## src/rtl/pc_fetch.sv

```systemverilog
// Program-counter / fetch sequencer: IDLE/RUN/HALT control, modular PC update and saturating taken-branch count.
// Optional one-entry call/return link register enabled by defining PC_LINK_REG_EN.
module pc_fetch #(
  parameter int unsigned D          = 10,
  parameter int unsigned START_ADDR = 0,
  parameter int unsigned CW         = 8
) (
  input  logic          clk,
  input  logic          reset,
  input  logic          start,
  input  logic          stall,
  input  logic          jump_abs,
  input  logic          jump_rel,
  input  logic [D-1:0]  target,
  input  logic          halt_req,
  input  logic          link_call,
  input  logic          link_ret,
  output logic [D-1:0]  prog_addr,
  output logic          valid,
  output logic          done,
  output logic [CW-1:0] taken_cnt
);

  typedef enum logic [1:0] {S_IDLE, S_RUN, S_HALT} state_t;

  state_t        r_state, w_state_nx;
  logic [D-1:0]  r_pc, w_pc_nx;
  logic          r_done, w_done_nx;
  logic [CW-1:0] r_cnt, w_cnt_nx;
  logic [CW-1:0] w_cnt_inc;
  logic [D-1:0]  w_pc_plus1;

  assign w_cnt_inc  = (r_cnt == '1) ? r_cnt : r_cnt + CW'(1);
  assign w_pc_plus1 = r_pc + D'(1);

`ifdef PC_LINK_REG_EN
  logic [D-1:0] r_link, w_link_nx;
`else
  logic w_unused_link;
  assign w_unused_link = link_call ^ link_ret;
`endif

  always_ff @(posedge clk) begin
    if (reset) begin
      r_state <= S_IDLE;
      r_pc    <= D'(START_ADDR);
      r_done  <= 1'b0;
      r_cnt   <= '0;
`ifdef PC_LINK_REG_EN
      r_link  <= '0;
`endif
    end else begin
      r_state <= w_state_nx;
      r_pc    <= w_pc_nx;
      r_done  <= w_done_nx;
      r_cnt   <= w_cnt_nx;
`ifdef PC_LINK_REG_EN
      r_link  <= w_link_nx;
`endif
    end
  end

  always_comb begin
    w_state_nx = r_state;
    w_pc_nx    = r_pc;
    w_done_nx  = r_done;
    w_cnt_nx   = r_cnt;
`ifdef PC_LINK_REG_EN
    w_link_nx  = r_link;
`endif
    unique case (r_state)
      S_IDLE, S_HALT: begin
        if (start) begin
          w_state_nx = S_RUN;
          w_pc_nx    = D'(START_ADDR);
          w_cnt_nx   = '0;
          w_done_nx  = 1'b0;
        end
      end
      S_RUN: begin
        if (!stall) begin
          if (halt_req) begin
            w_state_nx = S_HALT;
            w_done_nx  = 1'b1;
          end
`ifdef PC_LINK_REG_EN
          else if (link_ret) begin
            w_pc_nx  = r_link;
            w_cnt_nx = w_cnt_inc;
          end
`endif
          else begin
`ifdef PC_LINK_REG_EN
            if (link_call) w_link_nx = w_pc_plus1;
`endif
            if (jump_abs) begin
              w_pc_nx  = target;
              w_cnt_nx = w_cnt_inc;
            end else if (jump_rel) begin
              w_pc_nx  = r_pc + target;
              w_cnt_nx = w_cnt_inc;
            end else begin
              w_pc_nx = w_pc_plus1;
            end
          end
        end
      end
      default: w_state_nx = S_IDLE;
    endcase
  end

  assign prog_addr = r_pc;
  assign valid     = (r_state == S_RUN);
  assign done      = r_done;
  assign taken_cnt = r_cnt;

endmodule

```

## config.mk

```make
export PLATFORM = sky130hd
export DESIGN_NAME = pc_fetch
export DESIGN_NICKNAME = d
export VERILOG_FILES = /design/src/rtl/pc_fetch.sv
export SDC_FILE = /design/constraint.sdc
export NUM_CORES = 1
export LEC_CHECK = 0
export CORE_ASPECT_RATIO = 0.7
export CORE_MARGIN = 3
export CORE_UTILIZATION = 48
export DETAILED_ROUTE_END_ITERATION = 7
export GPL_TIMING_DRIVEN = 0
export PLACE_DENSITY = 0.78
export SLEW_MARGIN = 20
export SYNTH_ARGS = -nofsm -noshare
export SYNTH_HDL_FRONTEND = slang
export SYNTH_SLANG_ARGS = --single-unit
export TNS_END_PERCENT = 5
```

## constraint.sdc

```tcl
create_clock -name clk -period 2.8 [get_ports clk]
set_input_delay 0.56 -clock clk [delete_from_list [all_inputs] [get_ports clk]]
set_output_delay 0.56 -clock clk [all_outputs]
set_load 0.02 [all_outputs]
```

==> impl_metrics.yaml, run 1 <==
outcome:
  status: "completed"
synth:
  synth_top_area_frac: 0.296
  synthAdderAreaFrac: 0.102
  yosysMostFrequentCell: "dfxtp_1"
  syn_area_per_cell_sq_um: 8.06
  synth_top_family_by_area: "simple AND/OR/NAND/NOR gates"
  synth-simple-area-share: 0.306
  synth_area_leaders: "dfxtp_1 30%, ha_1 8.8%, a21oi_1 5.6%"
  synth.cells.most_frequent: "21 x dfxtp_1, 18 x nor2_1, 16 x a21oi_1"
  syn_inst: 176
  yosysTopAreaCell: "dfxtp_1"
  ys_ff_latch: 21
  synth_area_sq_um: 1420
  ys_types: 38
  muxShareOfSynthArea: 0.0282
  yosysWarnings: 0
  synth_edf_count: 0
  syn_nets: 206
  synthArstFlopShare: 0
  seq_area_frac_synth: 0.296
  synth_xor_area_frac: 0.0741
  synth_flop_cell: "dfxtp_1"
  synth_compound_area_frac: 0.169
place:
  place.gp.congestion: 0.858
  place_area_sq_um: 1810
  io_buffers: 35
  dpl.hpwl_microns: 2920
  place_ws_ns: -0.391
critical_path:
  cp.arrival_ns: 2.77
  required_ns: 2.98
  crit_chain: "clkdlybuf4s50_1 > nand2b_1 > ha_1 > fa_1 > a21oi_1 > o211ai_1 > a31oi_1 > xor2_1 > a221oi_1"
  max_stage_delay_ns: 0.44
  slowest_stage: "clkdlybuf4s50_1"
  crit_fanout: 3
  critPathCaptureType: "register"
  setup.worst_path.start_class: "input pin"
  critPathKind: "input pin to register"
min_path:
  hold_class: "register to register"
clock_tree:
  clkLatencyLatePin_ns: 0.27
  ctsHoldBuffers: 0
  htree_levels: 1
  cts_buffers: 3
  cts_buffer_depth: 2
  cts.clk_slew.worst_paths_ns: 0.08
  cts_tree: "done"
  cts-root-buf: "clkbuf_8"
  cts_sinks: 21
grt:
  grt_usage: 0.235
  grt_pass1_wl_microns: 6770
  grt_max_degree: 12
  grt_pass1_vias: 1461
  overflow: 0
  antenna_found_initial: 0
route:
  post_drt_wl_per_cell_microns: 15.7
  ant_nets: 0
  totalWireLength_microns: 3890
  post-route-drc-count: 0
  viasPerCell: 5.95
  dr.first_iter.drc_count: 154
  num_vias: 1475
  first_pass_iters: 4
cells_and_area:
  diodes: 0
  area_delta_synth_final_pct: 30.5
  area.sequential_sq_um: 420
  nets: 245
  multiInputGateArea_sq_um: 965
  nFillCells: 223
  final_area_sq_um: 1850
  drive_gt1_frac: 0.0421
sta:
  fin_ws_ns: 0.204
  drv_slew: 0
  hold_viol_final: 0
  skew_ns: 0.00367
  setup-violations-final: 0
  maxSlewHeadroom: 0.643
  tightest_slew_ns: 0.534
  rsz0062_at_grt: "false"
  fin_crit_ns: 2.60
  fmax_mhz: 385
  fin_crit_sh: 0.927
pwr:
  cellInternalPower_mw: 0.466
  seq_power_share: 0.477
  power.density_nw_per_um2: 352
  leakagePower_nw: 0.698
  peakVddDrop_mv: 0.283
  switching_share: 0.286
  clock_power_share: 0.324
  combPwrFrac: 0.199
  p_sw_mw: 0.186
floorplan:
  initial_utilization: 0.540
  fp.dieW_microns: 71.0
  dieArea_sq_um: 3660
  ioPinCount: 39
  core_area_sq_um: 2630
  rows: 15
  die-height_microns: 51.5
flow_run:
  drv_cap: 0
-- critical path: cells and delay by family --
| kind | cells | cell delay [ns] |
|---|---|---|
| xor gates and xnor gates | 1 | 0.09 |
| AOI/OAI and AO/OA | 4 | 0.90 |
| adders and majority gates | 2 | 0.62 |
| buffers and inverters | 1 | 0.44 |
| and+or+nand+nor | 1 | 0.16 |
-- registers in the layout, summed over array words and instances, names as in the netlist --
signal     flops
done           1
prog_addr     10
r_state        2
taken_cnt      8
-- cell type report --
cell class / count / area share
Multi-Input combinational cell: 146 / 0.521
Sequential cell: 21 / 0.227
Timing Repair Buffer: 35 / 0.189
Clock buffer: 4 / 0.0243
Tap cell: 34 / 0.0230
Buffer: 4 / 0.00811
Inverter: 4 / 0.00811
-- per-layer routing --
metal / GRT usage / wire length, microns / vias to the layer above
met5: 0 / 0 / -
met4: 0.0781 / 48 / 0
met3: 0.0618 / 295 / 7
met2: 0.366 / 1680 / 61
met1: 0.317 / 1860 / 690
li1: - / - / 717
-- path summary, 6_finish.rpt --
path	start	end	slack, ns	depth (start not counted)
max	target[0]	prog_addr[8]$_SDFFE_PP0P_	0.20	9
min	done$_SDFFE_PP0P_	done$_SDFFE_PP0P_	0.50	2
max reg2reg	prog_addr[0]$_SDFFE_PP0P_	prog_addr[8]$_SDFFE_PP0P_	0.73	7
min reg2reg	done$_SDFFE_PP0P_	done$_SDFFE_PP0P_	0.50	2
-- placed cells by master, fill, tap and decap left out, types with 2 or more instances in the layout --
master / netlist / routed
ha_1: 10 / 10
nor4_1: 2 / 2
clkbuf_8: 0 / 3
xor2_1: 6 / 6
o22ai_1: 4 / 4
clkdlybuf4s50_1: 0 / 34
nor2b_1: 3 / 3
nand4_1: 2 / 2
and3_1: 3 / 3
nand2_1: 11 / 11
xnor2_1: 6 / 6
a22oi_1: 6 / 6
o21ai_0: 10 / 10
and2_1: 9 / 9
nor3b_1: 3 / 3
nor2_1: 18 / 18
nand3_1: 6 / 6
nor3_1: 6 / 6
clkbuf_1: 4 / 4
dfxtp_1: 21 / 21
a21oi_1: 16 / 16
nand2b_1: 5 / 5
or2_2: 2 / 2
inv_1: 4 / 4
mux2i_1: 4 / 4
-- power groups by stage --
| stage | sequential (mW) | combinational (mW) | clock, mW |
|---|---|---|---|
| finish | 0.311 | 0.130 | 0.211 |
| global placement | 0.317 | 0.124 | 0 |
| detailed placement | 0.318 | 0.129 | 0 |
| global route | 0.312 | 0.143 | 0.225 |
| floorplan | 0.322 | 0.0693 | 0 |
| CTS | 0.311 | 0.128 | 0.211 |
-- per-stage QoR --
step	TNS (ns)	power [mW]	instances	hold WS [ns]	util
floorplan	0	0.391	176	0.502	-
global placement	-1.16	0.442	245	0.477	0.690
detailed placement	-1.35	0.447	245	0.488	0.690
CTS	0	0.650	248	0.503	0.705
global route	0	0.681	248	0.550	0.705
finish	0	0.652	248	0.503	0.705
-- cells by family (layout without fill, tap and decap cells) --
group,after synthesis,after routing
AND/OR/NAND/NOR,78,78
AO/OA/AOI/OAI,41,41
flip-flops,21,21
XOR/XNOR,12,12
adder cells (fa/ha/maj),11,11
buffers and inverters,9,47
multiplexers,4,4
-- timing repair --
item,CTS,global route
endpoints found under the hold margin,0,0
buffers inserted,0,0
setup endpoints to repair,3,0
resized for setup,1,0
(Power assumes the default switching activity.)
==> inputs of run 2 (changes only) <==
Settings changed: CORE_UTILIZATION 48 to 51, PLACE_DENSITY 0.78 to unset, PLACE_DENSITY_LB_ADDON set to 0.05.
Clock period 2.8 ns to 3.1 ns, I/O delays scaled along.
==> impl_metrics.yaml, run 2 (synthesis results as in run 1) <==
min_path:
  hold_path_end: "done$_SDFFE_PP0P_"
  hold_class: "register to register"
  hp-start: "done$_SDFFE_PP0P_"
  min_path_cells: 2
grt:
  grt_usage: 0.222
  antenna_found_initial: 0
  overflow: 0
  grt_pass1_wl_microns: 6280
  grt_pass1_vias: 1347
  grt_max_degree: 12
sta:
  holdWs_ns: 0.501
  hold_viol_final: 0
  fin_crit_ns: 2.65
  maxSlewHeadroom: 0.662
  fmax_mhz: 378
  drv_slew: 0
  fin_crit_sh: 0.854
  fin_ws_ns: 0.452
  setup-violations-final: 0
  skew_ns: 0.00195
  tightest_slew_ns: 0.504
  rsz0062_at_grt: "false"
critical_path:
  cp.arrival_ns: 2.81
  crit_path_start: "target[3]"
  r2r_slack_ns: 1.05
  r2r_start: "prog_addr[3]$_SDFFE_PP0P_"
  setup.worst_path.start_class: "input pin"
  required_ns: 3.26
  crit_fanout: 4
  critPathKind: "input pin to register"
  rr_worst_depth: 6
  critPathCaptureType: "register"
  worst_r2r_endpoint: "prog_addr[7]$_SDFFE_PP0P_"
clock_tree:
  cts_sinks: 21
  clkLatencyLatePin_ns: 0.26
  htree_levels: 1
  cts_tree: "done"
  cts_buffers: 3
  cts-root-buf: "clkbuf_8"
  cts_buffer_depth: 2
  cts.clk_slew.worst_paths_ns: 0.08
floorplan:
  core_area_sq_um: 2550
  rows: 15
  initial_utilization: 0.556
  dieArea_sq_um: 3460
  die-height_microns: 50.1
  fp.dieW_microns: 69.0
  ioPinCount: 39
cells_and_area:
  post-route-util: 0.727
  final_area_sq_um: 1860
  final_cells: 248
  final_cell_mix: "34 x clkdlybuf4s50_1, 21 x dfxtp_1, 18 x nor2_1, 16 x a21oi_1, 11 x nand2_1"
  nets: 245
  nFillCells: 209
  area_delta_synth_final_pct: 30.8
  diodes: 0
  drive_gt1_frac: 0.0421
  largest_register_ffs: 10
  final_common_cell: "clkdlybuf4s50_1"
route:
  num_vias: 1436
  viasPerCell: 5.79
  first_pass_iters: 4
  ant_nets: 0
  post-route-drc-count: 0
  totalWireLength_microns: 3680
  dr.first_iter.drc_count: 137
  post_drt_wl_per_cell_microns: 14.8
place:
  place_area_sq_um: 1810
  dpl.hpwl_microns: 2890
  io_buffers: 35
  dp.cells: 245
  place_ws_ns: -0.153
  place.gp.congestion: 0.863
pwr:
  leakagePower_nw: 0.705
  peakVddDrop_mv: 0.219
  power.density_nw_per_um2: 314
outcome:
  status: "completed"
flow_run:
  drv_cap: 0
[run 2: worst max-delay path, cell delays in order]
cell,delay [ns]
clkdlybuf4s50_1,0.41
and2_1,0.17
ha_1,0.34
nand2_1,0.11
nor3b_1,0.28
nor2_1,0.14
or4b_1,0.52
and4_1,0.21
[run 2: repair_timing]
item,in CTS,in global routing
hold endpoints to repair,0,0
endpoints found under the setup margin,0,2
buffers inserted,0,0
hold buffers,0,0
resized for setup,0,1
[run 2: how the worst max path moves through the flow]
stage | slack, ns | cells past startpoint | end
after floorplan | 0.69 | 8 | prog_addr[7]$_SDFFE_PP0P_
after global placement | -0.12 | 10 | prog_addr[8]$_SDFFE_PP0P_
after detailed placement | -0.15 | 10 | prog_addr[8]$_SDFFE_PP0P_
after CTS | 0.11 | 10 | prog_addr[8]$_SDFFE_PP0P_
after global routing | 0.23 | 9 | prog_addr[8]$_SDFFE_PP0P_
final | 0.45 | 8 | prog_addr[7]$_SDFFE_PP0P_
[run 2: report_power, final]
part / switching (mW) / internal [mW] / leakage [nW]
Combinational: 0.0618 / 0.0541 / 0.513
Clock: 0.0935 / 0.0917 / 0.0228
Sequential: 0.00599 / 0.275 / 0.170
Total: 0.161 / 0.421 / 0.705
[run 2: final cells by class]
cell class	count	area (sq um)	share of cell area
multi-input cells	146	965	0.520
flip-flops and latches	21	420	0.227
repair buffers	35	353	0.190
clock buffers	4	45.0	0.0243
well taps	34	42.5	0.0229
plain buffers	4	15.0	0.00809
inverters	4	15.0	0.00809
[run 2: stage by stage]
step | setup TNS [ns] | power [mW]
global route | 0 | 0.612
detailed placement | -0.407 | 0.403
finish | 0 | 0.582
floorplan | 0 | 0.353
CTS | 0 | 0.588
global placement | -0.230 | 0.399
[run 2: layer usage]
| metal | share of wire | wire length (microns) | track usage |
|---|---|---|---|
| met1 | 0.48 | 1750 | 0.299 |
| met2 | 0.45 | 1650 | 0.359 |
| met3 | 0.069 | 253 | 0.0540 |
| met4 | 0.0079 | 29 | 0.0552 |
| met5 | 0 | 0 | 0 |
==> inputs of run 3 (changes only) <==
--- a/config.mk
+++ b/config.mk
@@ -7,2 +7,3 @@
 export LEC_CHECK = 0
+export CAP_MARGIN = 20
 export CORE_ASPECT_RATIO = 0.7
==> constraint.sdc (replaced) <==
create_clock -name clk -period 3.1 [get_ports clk]
set_input_delay 0.465 -clock clk [delete_from_list [all_inputs] [get_ports clk]]
set_output_delay 0.465 -clock clk [all_outputs]
set_load 0.02 [all_outputs]
==> impl_metrics.yaml, run 3 (synthesis results as in run 1) <==
critical_path:
  required_ns: 3.26
  cp.arrival_ns: 2.95
  crit_fanout: 11
  critPathKind: "input pin to register"
  critPathCaptureType: "register"
  setup.worst_path.start_class: "input pin"
floorplan:
  fp.dieW_microns: 69.0
  dieArea_sq_um: 3460
  rows: 15
  initial_utilization: 0.556
  ioPinCount: 39
  core_area_sq_um: 2550
  die-height_microns: 50.1
clock_tree:
  htree_levels: 1
  postCtsSetupBuffers: 0
  ctsHoldBuffers: 0
  cts_resized: 0
  cts_tree: "done"
  cts.clk_slew.worst_paths_ns: 0.08
  clkLatencyLatePin_ns: 0.26
  cts_buffers: 3
  cts_buffer_depth: 2
  cts-root-buf: "clkbuf_8"
  cts_sinks: 21
cells_and_area:
  final_common_cell: "clkdlybuf4s50_1"
  largest_register_ffs: 10
  diodes: 0
  area_delta_synth_final_pct: 30.6
  final_cell_mix: "35 x clkdlybuf4s50_1, 21 x dfxtp_1, 18 x nor2_1, 16 x a21oi_1, 11 x nand2_1"
  drive_gt1_frac: 0.0421
  nets: 245
route:
  post-route-drc-count: 0
  dr.first_iter.drc_count: 140
  viasPerCell: 5.73
  post_drt_wl_per_cell_microns: 14.8
  num_vias: 1422
  ant_nets: 0
  first_pass_iters: 4
  totalWireLength_microns: 3670
sta:
  timing.setup.tns_ns: 0
  fin_crit_ns: 2.79
  hold_viol_final: 0
  skew_ns: 0.00211
  setup-violations-final: 0
  rsz0062_at_grt: "false"
  holdWs_ns: 0.500
  drv_slew: 0
  fmax_mhz: 359
  tightest_slew_ns: 0.498
  fin_crit_sh: 0.899
  maxSlewHeadroom: 0.667
pwr:
  leakagePower_nw: 0.696
  peakVddDrop_mv: 0.216
  power.density_nw_per_um2: 313
grt:
  grt_use_met3: 0.0540
  antenna_found_initial: 0
  grt_pass1_vias: 1347
  use_met2: 0.359
  overflow: 0
  grt_busiest_layer: "met2"
  grt_pass1_wl_microns: 6280
  gr-usage-met1: 0.299
  grt_usage: 0.222
  grt_max_degree: 12
place:
  dpl.hpwl_microns: 2890
  place.gp.congestion: 0.863
  io_buffers: 35
min_path:
  hold_class: "register to register"
outcome:
  status: "completed"
flow_run:
  drv_cap: 0
==> run 3: final cells by class <==
class,instances,area (sq um)
multi-input cells,146,965
repair buffers,35,350
plain buffers,4,15.0
well taps,34,42.5
flip-flops and latches,21,420
clock buffers,4,45.0
inverters,4,15.0
fillers,211,699
==> run 3: metrics by stage <==
stage	total power, mW	std cells	utilization	setup WS, ns	instance area, sq um
after floorplan	0.353	176	-	0.844	1420
after global placement	0.399	245	0.710	0.0395	1810
after detailed placement	0.403	245	0.710	0.00150	1810
after CTS	0.588	249	0.727	0.263	1860
after global routing	0.612	248	0.726	0.137	1850
final	0.581	248	0.726	0.312	1850
==> run 3: path summary, 6_finish.rpt <==
check / slack, ns / cells after the start / end / startpoint
max: 0.31 / 8 / prog_addr[7]$_SDFFE_PP0P_ / jump_rel
min: 0.50 / 2 / done$_SDFFE_PP0P_ / done$_SDFFE_PP0P_
max reg2reg: 1.05 / 6 / prog_addr[7]$_SDFFE_PP0P_ / prog_addr[3]$_SDFFE_PP0P_
min reg2reg: 0.50 / 2 / done$_SDFFE_PP0P_ / done$_SDFFE_PP0P_
==> run 3: layer usage <==
layer  share of wire  wire (microns)  vias to the layer above
met4          0.0046              17                        0
li1                -               -                      710
met1            0.47            1730                      647
met3           0.076             278                        4
met5               0               0                        -
met2            0.45            1650                       61
==> run 3: worst max-delay path, stage by stage <==
cell and delay (ns):
clkdlybuf4s50_1 0.61, and2_1 0.25, ha_1 0.35, nand2_1 0.11
nor3b_1 0.29, nor2_1 0.15, or4b_1 0.52, and4_1 0.21
==> run 3: power by group <==
| part | leakage, nW | internal [mW] | switching [mW] |
|---|---|---|---|
| sequential | 0.170 | 0.275 | 0.00599 |
| combinational | 0.504 | 0.0542 | 0.0618 |
| clock | 0.0228 | 0.0917 | 0.0921 |
